[config.mk]
export PLATFORM = sky130hd
export DESIGN_NAME = seg_display_arbiter
export DESIGN_NICKNAME = d
export VERILOG_FILES = /design/src/rtl/seg_disp_pkg.sv /design/src/rtl/rr_pick.sv /design/src/rtl/seg_display_arbiter.sv
export SDC_FILE = /design/constraint.sdc
export NUM_CORES = 1
export LEC_CHECK = 0
export BUFFER_PORTS_ARGS = -buffer_cell sky130_fd_sc_hd__buf_2
export CAP_MARGIN = 20
export CELL_PAD_IN_SITES_DETAIL_PLACEMENT = 2
export CELL_PAD_IN_SITES_GLOBAL_PLACEMENT = 2
export CORE_ASPECT_RATIO = 0.5
export CORE_MARGIN = 3
export CORE_UTILIZATION = 26
export DETAILED_ROUTE_END_ITERATION = 8
export PLACE_DENSITY = 0.9
export SLEW_MARGIN = 20
export SYNTH_ARGS = -nofsm -noshare
export SYNTH_HDL_FRONTEND = slang
export SYNTH_SLANG_ARGS = --single-unit
[constraint.sdc]
create_clock -name clk -period 4.25 [get_ports clk]
set_input_delay 0.6375 -clock clk [delete_from_list [all_inputs] [get_ports clk]]
set_output_delay 0.6375 -clock clk [all_outputs]
set_load 0.02 [all_outputs]
[src/rtl/seg_disp_pkg.sv]
// Shared constants and state encoding for the seven-segment display arbiter.
package seg_disp_pkg;

    localparam int DIGITS = 8;
    localparam logic [7:0] BLANK_CHAR = 8'h20;
    localparam logic [DIGITS*8-1:0] BLANK_SEG = {DIGITS{BLANK_CHAR}};

    typedef enum logic [1:0] {
        ST_IDLE = 2'd0,
        ST_SHOW = 2'd1,
        ST_GAP  = 2'd2
    } state_e;

endpackage

[src/rtl/rr_pick.sv]
// Combinational round-robin picker: first set bit of req_vec_i searching
// upward from last_idx_i + 1, wrapping at N.
module rr_pick #(
    parameter int N = 3
) (
    input  logic [N-1:0]         req_vec_i,
    input  logic [$clog2(N)-1:0] last_idx_i,
    output logic [N-1:0]         grant_oh_o,
    output logic [$clog2(N)-1:0] grant_idx_o,
    output logic                 valid_o
);

    localparam int IW = $clog2(N);

    logic [IW-1:0] idx;
    logic          found;

    always_comb begin
        grant_oh_o  = '0;
        grant_idx_o = '0;
        found       = 1'b0;
        idx         = '0;
        for (int k = 1; k <= N; k++) begin
            idx = IW'((int'(last_idx_i) + k) % N);
            if (!found && req_vec_i[idx]) begin
                found           = 1'b1;
                grant_oh_o[idx] = 1'b1;
                grant_idx_o     = idx;
            end
        end
        valid_o = found;
    end

endmodule

[src/rtl/seg_display_arbiter.sv]
// Shares the 8-digit display between a background source and NUM_REQ
// message requesters: round-robin grant, fixed hold, blank gap between messages.
module seg_display_arbiter
    import seg_disp_pkg::*;
#(
    parameter int NUM_REQ     = 3,
    parameter int HOLD_CYCLES = 25_000_000,
    parameter int GAP_CYCLES  = 2_500_000
) (
    input  logic                    clk,
    input  logic                    rstn,
    input  logic [DIGITS*8-1:0]     base_seg,
    input  logic [DIGITS-1:0]       base_point,
    input  logic [NUM_REQ-1:0]      req,
    input  logic [NUM_REQ*64-1:0]   req_seg,
    input  logic [NUM_REQ*8-1:0]    req_point,
    output logic [DIGITS*8-1:0]     assic_seg,
    output logic [DIGITS-1:0]       seg_point,
    output logic [NUM_REQ-1:0]      grant,
    output logic [NUM_REQ-1:0]      done,
    output logic                    busy,
    output state_e                  dbg_state
);

    localparam int MAXC = (HOLD_CYCLES > GAP_CYCLES) ? HOLD_CYCLES : GAP_CYCLES;
    localparam int CW   = $clog2(MAXC + 1);
    localparam int IW   = $clog2(NUM_REQ);
    localparam logic [CW-1:0] HOLD_LOAD = CW'(HOLD_CYCLES - 1);
    localparam logic [CW-1:0] GAP_LOAD  = CW'(GAP_CYCLES - 1);

    state_e               state_q, state_d;
    logic [CW-1:0]        cnt_q, cnt_d;
    logic [NUM_REQ-1:0]   pending_q, pending_d;
    logic [IW-1:0]        last_q, last_d;
    logic [IW-1:0]        owner_q, owner_d;
    logic [DIGITS*8-1:0]  seg_q, seg_d;
    logic [DIGITS-1:0]    point_q, point_d;
    logic [NUM_REQ-1:0]   grant_q, grant_d;
    logic [NUM_REQ-1:0]   done_q, done_d;

    logic [NUM_REQ-1:0]   req_all, others_pend, pick_oh;
    logic [IW-1:0]        pick_idx;
    logic                 pick_valid, owner_refresh, hold_end, take;

    // req[i] is a one-cycle pulse; the slot's data must stay stable until the
    // cycle in which grant[i] is decided, which is when it gets sampled.
    assign req_all       = pending_q | req;
    assign others_pend   = pending_q | (req & ~grant_q);
    assign owner_refresh = (state_q == ST_SHOW) && req[owner_q];
    assign hold_end      = (state_q == ST_SHOW) && !owner_refresh && (cnt_q == '0);
    assign take          = pick_valid &&
                           ((state_q == ST_IDLE) || (state_q == ST_GAP && cnt_q == '0));

    rr_pick #(.N(NUM_REQ)) u_pick (
        .req_vec_i   (req_all),
        .last_idx_i  (last_q),
        .grant_oh_o  (pick_oh),
        .grant_idx_o (pick_idx),
        .valid_o     (pick_valid)
    );

    always_ff @(posedge clk) begin
        if (!rstn) begin
            state_q   <= ST_IDLE;
            cnt_q     <= '0;
            pending_q <= '0;
            last_q    <= IW'(NUM_REQ - 1);
            owner_q   <= '0;
            seg_q     <= BLANK_SEG;
            point_q   <= '0;
            grant_q   <= '0;
            done_q    <= '0;
        end else begin
            state_q   <= state_d;
            cnt_q     <= cnt_d;
            pending_q <= pending_d;
            last_q    <= last_d;
            owner_q   <= owner_d;
            seg_q     <= seg_d;
            point_q   <= point_d;
            grant_q   <= grant_d;
            done_q    <= done_d;
        end
    end

    always_comb begin
        state_d = state_q;
        cnt_d   = cnt_q;
        case (state_q)
            ST_IDLE: begin
                if (pick_valid) begin
                    state_d = ST_SHOW;
                    cnt_d   = HOLD_LOAD;
                end
            end
            ST_SHOW: begin
                if (owner_refresh) begin
                    cnt_d = HOLD_LOAD;
                end else if (cnt_q == '0) begin
                    state_d = (others_pend != '0) ? ST_GAP : ST_IDLE;
                    cnt_d   = (others_pend != '0) ? GAP_LOAD : '0;
                end else begin
                    cnt_d = cnt_q - CW'(1);
                end
            end
            ST_GAP: begin
                if (cnt_q == '0) begin
                    state_d = pick_valid ? ST_SHOW : ST_IDLE;
                    cnt_d   = pick_valid ? HOLD_LOAD : '0;
                end else begin
                    cnt_d = cnt_q - CW'(1);
                end
            end
            default: begin
                state_d = ST_IDLE;
                cnt_d   = '0;
            end
        endcase
    end

    // Display content follows the state being entered, so it lines up with grant.
    always_comb begin
        pending_d = others_pend;
        last_d    = last_q;
        owner_d   = owner_q;
        seg_d     = seg_q;
        point_d   = point_q;
        grant_d   = grant_q;
        done_d    = hold_end ? grant_q : '0;
        if (take) begin
            pending_d = req_all & ~pick_oh;
            last_d    = pick_idx;
            owner_d   = pick_idx;
            seg_d     = req_seg[{pick_idx, 6'b0} +: 64];
            point_d   = req_point[{pick_idx, 3'b0} +: 8];
            grant_d   = pick_oh;
        end else if (state_d == ST_SHOW) begin
            if (owner_refresh) begin
                seg_d   = req_seg[{owner_q, 6'b0} +: 64];
                point_d = req_point[{owner_q, 3'b0} +: 8];
            end
        end else if (state_d == ST_GAP) begin
            seg_d   = BLANK_SEG;
            point_d = '0;
            grant_d = '0;
        end else begin
            seg_d   = base_seg;
            point_d = base_point;
            grant_d = '0;
        end
    end

    assign assic_seg = seg_q;
    assign seg_point = point_q;
    assign grant     = grant_q;
    assign done      = done_q;
    assign busy      = (state_q != ST_IDLE);
    assign dbg_state = state_q;

endmodule

* Word-level counts from Yosys, hierarchy flattened
Cells that the tools add are included.
Storage, ports and cells: logic and storage cells 109, output and inout port bits 81, bits of input ports 293, bits in registers 112
Cells by class: equal/unequal tests 7, magnitude comparators 7, bitwise operators 8, shifts and indexed selects 4, add/subtract/negate cells 4, reduce and logical (&&, ||, !) cells 19, divide/modulo/power cells 3, mux-type cells 48
Operator list (count):
- $shiftx A192 B9 Y64 | 2
- $mux W64 | 4
- $mux W25 | 5
- $mod A32 B3 Y32 const B | 3
- $pmux W25 S3 | 1
- $shiftx A24 B6 Y8 | 2
- $mux W8 | 4
- $logic_not A25 Y1 | 1
- $sub A25 B1 Y25 const B | 1
- $mux W22 | 1
- $mux W3 | 6
- $mux W2 | 8
- $lt A2 B3 Y1 const B | 4
- $or A3 B3 Y3 | 4
- $mux W1 | 11
- $logic_and A1 B1 Y1 | 10
- $bmux W1 S2 | 4
- $add A2 B2 Y3 const B | 2
- $and A3 B3 Y3 | 2
- $demux W1 S2 | 3
- $ge A2 B1 Y1 const B | 3
- $not A3 Y3 | 2
- $pmux W2 S3 | 1
- $eq A2 B1 Y1 const B | 2
- other kinds (10) | 14

* Depth between registers and ports, before layout
word-level depth 18, mapped depth 15, depth with buffers taken out 9

* Modules after synthesis
From an unflattened synthesis, not the netlist that was laid out.
Second synthesis, totals: cell total of the unflattened synthesis 1249, area total of the unflattened synthesis 9036.2 um2
By module, submodules not included:
- seg_display_arbiter | cells an instance 1208, instances 1, area an instance 8738.4 um2, seq. area each 2222.1 um2
- rr_pick | cells an instance 41, instances 1, area an instance 297.8 um2, seq. area each 0.0 um2

* Least setup slack after synthesis
OpenSTA, ideal clock, no wires.
kind register -> register, from reg last_q[0], to reg cnt_q[13], setup time 79 ps, setup slack 667 ps, period minus slack after synthesis 3583 ps, stages on the path, launching flop included 14, required time 4171 ps, arrival 3504 ps, buffers on the path 4, cell sequence dfxtp_1 buf_1 clkbuf_1 inv_1 ha_1 buf_4 nand2b_1 o22ai_1 nor3_2 and3_1 buf_2 or3_4 or3_1 o211ai_1
On the way: word-level cells in the longest chain between the ends 14, elaborated cells on any way between the ends 23, those cells by class add/sub: 3; div: 3; eq/ne: 1; mux: 12; reduce/logical: 4
Ends and longest elaborated chain:
- start: declaration | line seg_display_arbiter.sv:34 | logic [IW-1:0] last_q, last_d;
- start signal: assignment | line seg_display_arbiter.sv:67 | last_q <= IW'(NUM_REQ - 1);
- start signal: assignment | line seg_display_arbiter.sv:77 | last_q <= last_d;
- $add A2 B1 Y3 | line rr_pick.sv:24 | idx = IW'((int'(last_idx_i) + k) % N);
- $mod A32 B3 Y32 | line rr_pick.sv:24
- $bmux W1 S2 | line rr_pick.sv:25 | if (!found && req_vec_i[idx]) begin
- $mux W1 (implied by the code) | line rr_pick.sv:25
- $mux W1 | line rr_pick.sv:25
- $logic_not A1 Y1 | line rr_pick.sv:25
- $logic_and A1 B1 Y1 | line rr_pick.sv:25
- $mux W1 | line rr_pick.sv:25
- $logic_not A1 Y1 | line rr_pick.sv:25
- $logic_and A1 B1 Y1 | line rr_pick.sv:25
- $mux W1 * | line rr_pick.sv:25
- $mux W25 | line seg_display_arbiter.sv:109 | cnt_d = pick_valid ? HOLD_LOAD : '0;
- $mux W25 | line seg_display_arbiter.sv:107 | if (cnt_q == '0) begin
- $pmux W25 S3 | line seg_display_arbiter.sv:89 | case (state_q)
- end signal: assignment | line seg_display_arbiter.sv:75 | cnt_q <= cnt_d;
- end: declaration | line seg_display_arbiter.sv:32 | logic [CW-1:0] cnt_q, cnt_d;
Mark *: on every way between the ends. The rest lies on a longest branch, timed or not. The select of a mux whose other input is x is not followed. A chain may end at the register's enable or synchronous reset.

* Worst setup path after layout
from reg last_q[0], to reg point_q[6] (netlist: seg_point[6])
On the way: word-level cells in the longest chain between the ends 18, elaborated cells on any way between the ends 34, those cells by class add/sub: 3; div: 3; eq/ne: 3; shift: 1; mux: 19; reduce/logical: 5
Ends and longest elaborated chain:
- $add A2 B1 Y3 | line rr_pick.sv:24
- $mod A32 B3 Y32 | line rr_pick.sv:24
- $bmux W1 S2 | line rr_pick.sv:25
- $mux W1 (implied by the code) | line rr_pick.sv:25
- $mux W1 | line rr_pick.sv:25
- $logic_not A1 Y1 | line rr_pick.sv:25
- $logic_and A1 B1 Y1 | line rr_pick.sv:25
- $mux W1 | line rr_pick.sv:25
- (+2 left out)
- $mux W1 | line rr_pick.sv:25
- $mux W1 | line seg_display_arbiter.sv:108 | state_d = pick_valid ? ST_SHOW : ST_IDLE;
- $mux W2 | line seg_display_arbiter.sv:107
- $pmux W2 S3 | line seg_display_arbiter.sv:89
- $eq A2 B2 Y1 | line seg_display_arbiter.sv:142 | end else if (state_d == ST_GAP) begin
- $mux W8 | line seg_display_arbiter.sv:142
- $mux W8 | line seg_display_arbiter.sv:137 | end else if (state_d == ST_SHOW) begin
- $mux W8 | line seg_display_arbiter.sv:130 | if (take) begin
- end signal: assignment | line seg_display_arbiter.sv:80 | point_q <= point_d;
- end: declaration | line seg_display_arbiter.sv:37 | logic [DIGITS-1:0] point_q, point_d;
Parallel ways exist; a longest one is shown, timed or not. The select of a mux whose other input is x is not followed.

==> impl_metrics.toml <==
[route]
wirelength_mm = 51.8
drc = 0
first_pass_iters = 5
wl_per_cell_um = 25.6
via_per_inst = 5.68
wl_met3_mm = 2.19
wl_met1_mm = 20.8
first_iter_violations = 742
via_count = 11500
dr.max_layer_used = "met5"
wl_met2_mm = 26.2
antenna_left = 0

[power_and_ir_drop]
clock_power_share_pct = 10.9
seqPwrFrac_pct = 20.3
leakage_nw = 5.11
combPwrFrac_pct = 68.9
vdd.ir_drop.worst_uv = 322
p_int_w = 0.00393
powerDensity_nw_per_um2 = 747
swShare_pct = 54.7
p_sw_w = 0.00474

[critical_path]
path_class = "reg -> reg"
r2r_slack_ns = 0.33
max_stage_delay_ns = 0.57
worstReg2RegEnd = "seg_point[6]$_SDFFE_PN0P_"
worst_r2r_path_depth = 9
crit_slowest_cell = "a211o_1"
reg2reg_from = "last_q[0]$_SDFFE_PN0P_"
crit_path_start_kind = "flip-flop"
worst_ep_required_time_ns = 4.52
worstPathCellList = "buf_4, ha_1, and2b_1, nor3_2, a211o_1, nand2_4, buf_4, a211oi_1, nor3_1"
worst-path-max-fanout = 33
critPathTopFamily = "simple AND/OR/NAND/NOR gates"
critPathCaptureType = "flip-flop"
critPathMostFrequentCell = "buf_4"
cp_data_arrival_time_ns = 4.19
path_buf_inv = 2

[worst_hold_path]
hp-start = "cnt_q[24]$_SDFFE_PN0P_"
hold_path_depth = 2
hp-class = "reg -> reg"
min_to = "cnt_q[24]$_SDFFE_PN0P_"

[finish]
fin_nets = 1817
ff_latch_area_um2 = 2230
layout-drive-gt1-share_pct = 32.7
num-fill-cells = 4083
syn_to_final_growth_pct = 28.6
multi_input_area_um2 = 6270

[timing]
relSlewSlack_pct = 24.6
final_hold_viol_count = 0
fin_worst_skew_ns = 0.0211
rsz0062_at_grt = "no"
fmax_mhz = 255
setup_ws_ns = 0.332
maxSlewViolCount = 0
tns_ns = 0
tightestPinTransition_ns = 1.13
setup_viol = 0
final.min_clock_period_ns = 3.92
min_period_over_period_pct = 92.2

[yosys]
synth_most_common_cell = "nor2_1"
ys.warnings.count = 0
synth_edf_count = 0
yosysTopAreaCellShare_pct = 24.6
synth_area_per_cell_um2 = 7.45
synthArstFlopShare_pct = 0
synth.distinct_cells = 62
netlist_area_um2 = 9030
synth_commonest_cells = "166 x nor2_1, 128 x nand2_1, 111 x dfxtp_1"
synth_ff_type = "dfxtp_1"
syn_inst = 1212
ys_seq_area_share_pct = 24.6
ys_ff_latch = 111
synthTopCellsByArea = "dfxtp_1 25%, mux2i_1 11%, nor2_1 6.9%"
yosys.area.top_type = "dfxtp_1"
synth_nets = 1510

[clock_network]
cts_tree = "built"
clk_latency_ns = 0.40
cts_sinks = 111
cts-root-buf = "clkbuf_16"
cts_buffers = 9
cts_max_path_buffers = 2
cts_resized = 0
cts_hold_buf = 0
clk_pin_slew_ns = 0.09
h-tree-depth = 3
cts_setup_buffers = 0

[outcome]
status = "finished, final reports clean"

[job]
maxCapViolCount = 0

[global_routing]
grt_pass1_vias = 12100
grt_max_degree = 79
gr-total-overflow = 0
track_usage_pct = 25.4
antenna_found_initial = 29
grt_pass1_wl_mm = 73.4

[floorplanning]
initial_core_util_pct = 26.8
io_pins = 374
die_area_um2 = 37100
rows = 47
core_area_um2 = 33600
die_x_um = 270
die_h_um = 138

[placement]
dp_hpwl_mm = 36.1
port_buffers = 373
gp_congestion = 0.878
pre_cts_ws_ns = 0.531
[power by group through the flow]
stage	Sequential, W	Combinational [W]	Clock (W)
5_1_grt	0.00180	0.00644	0.00101
3_5_place_dp	0.00176	0.00579	0
6_report	0.00176	0.00597	0.000942
2_1_floorplan	0.00205	0.00369	0
4_1_cts	0.00174	0.00583	0.000959
3_3_place_gp	0.00173	0.00554	0
[flip-flops by register name, indices dropped and copies added (netlist names)]
signal     cells
dbg_state      2
cnt_q         25
owner_q        1
seg_point      8
pending_q      3
last_q         2
done           3
assic_seg     64
grant          3
[cell families after synthesis]
kind of cell | share of synthesized area (%)
AND/OR/NAND/NOR | 28.0
AO/OA/AOI/OAI | 29.1
buffers and inverters | 6.10
flip-flops | 24.6
multiplexers | 11.4
adder cells (fa/ha/maj) | 0.693
[routing by layer]
| layer | global-route usage, % | up-vias |
|---|---|---|
| met2 | 44.5 | 414 |
| li1 | - | 5104 |
| met3 | 5.03 | 160 |
| met1 | 29.4 | 5814 |
| met5 | 0 | - |
| met4 | 14.9 | 2 |
[worst reg2reg max path: cells and delay by family, from the launching register on]
kind | cells | cell delay, ns
buffers and inverters | 2 | 0.85
and+or+nand+nor | 4 | 1.28
DFF | 1 | 0.36
AOI/OAI and AO/OA | 2 | 0.86
adders and majority gates | 1 | 0.45
[layout make-up]
class,instances,share of cell area (%)
clock inverters,6,0.528
repair buffers,400,18.2
diodes,33,0.711
well taps,465,5.01
clock buffers,10,2.06
inverters,9,0.291
multi-input cells,988,54.0
flip-flops and latches,111,19.2
[worst max path at each step]
stage	from	endpoint	slack [ns]	depth (start not counted)
global route	last_q[0]$_SDFFE_PN0P_	seg_point[6]$_SDFFE_PN0P_	0.11	9
floorplan	last_q[0]$_SDFFE_PN0P_	cnt_q[13]$_SDFFE_PN0P_	0.67	13
finish	last_q[0]$_SDFFE_PN0P_	seg_point[6]$_SDFFE_PN0P_	0.33	9
global placement	last_q[0]$_SDFFE_PN0P_	seg_point[2]$_SDFFE_PN0P_	0.74	9
CTS	last_q[0]$_SDFFE_PN0P_	seg_point[6]$_SDFFE_PN0P_	0.50	9
detailed placement	last_q[0]$_SDFFE_PN0P_	seg_point[2]$_SDFFE_PN0P_	0.53	9
[layout by cell type, fill, tap and decap left out, types with 24 or more instances in the layout]
cell / instances
dfxtp_1: 109
mux2i_1: 103
o221ai_1: 35
nand2_1: 128
nor3_2: 30
and3_1: 35
diode_2: 33
a211oi_1: 34
a211oi_2: 29
buf_4: 24
o211a_1: 24
o21ai_0: 71
nor2_1: 166
a21oi_1: 101
nor3_1: 62
buf_2: 373
[stage by stage]
| stage | hold slack [ns] | area (um2) | power [W] | instances | util (%) |
|---|---|---|---|---|---|
| floorplan | 0.435 | 9030 | 0.00574 | 1212 | - |
| global placement | 0.447 | 11200 | 0.00727 | 1973 | 33.4 |
| detailed placement | 0.458 | 11200 | 0.00754 | 1973 | 33.4 |
| CTS | 0.471 | 11500 | 0.00853 | 1989 | 34.3 |
| global route | 0.506 | 11600 | 0.00926 | 2022 | 34.5 |
| finish | 0.468 | 11600 | 0.00867 | 2022 | 34.5 |
No activity file was read; power rests on OpenSTA's default activity.
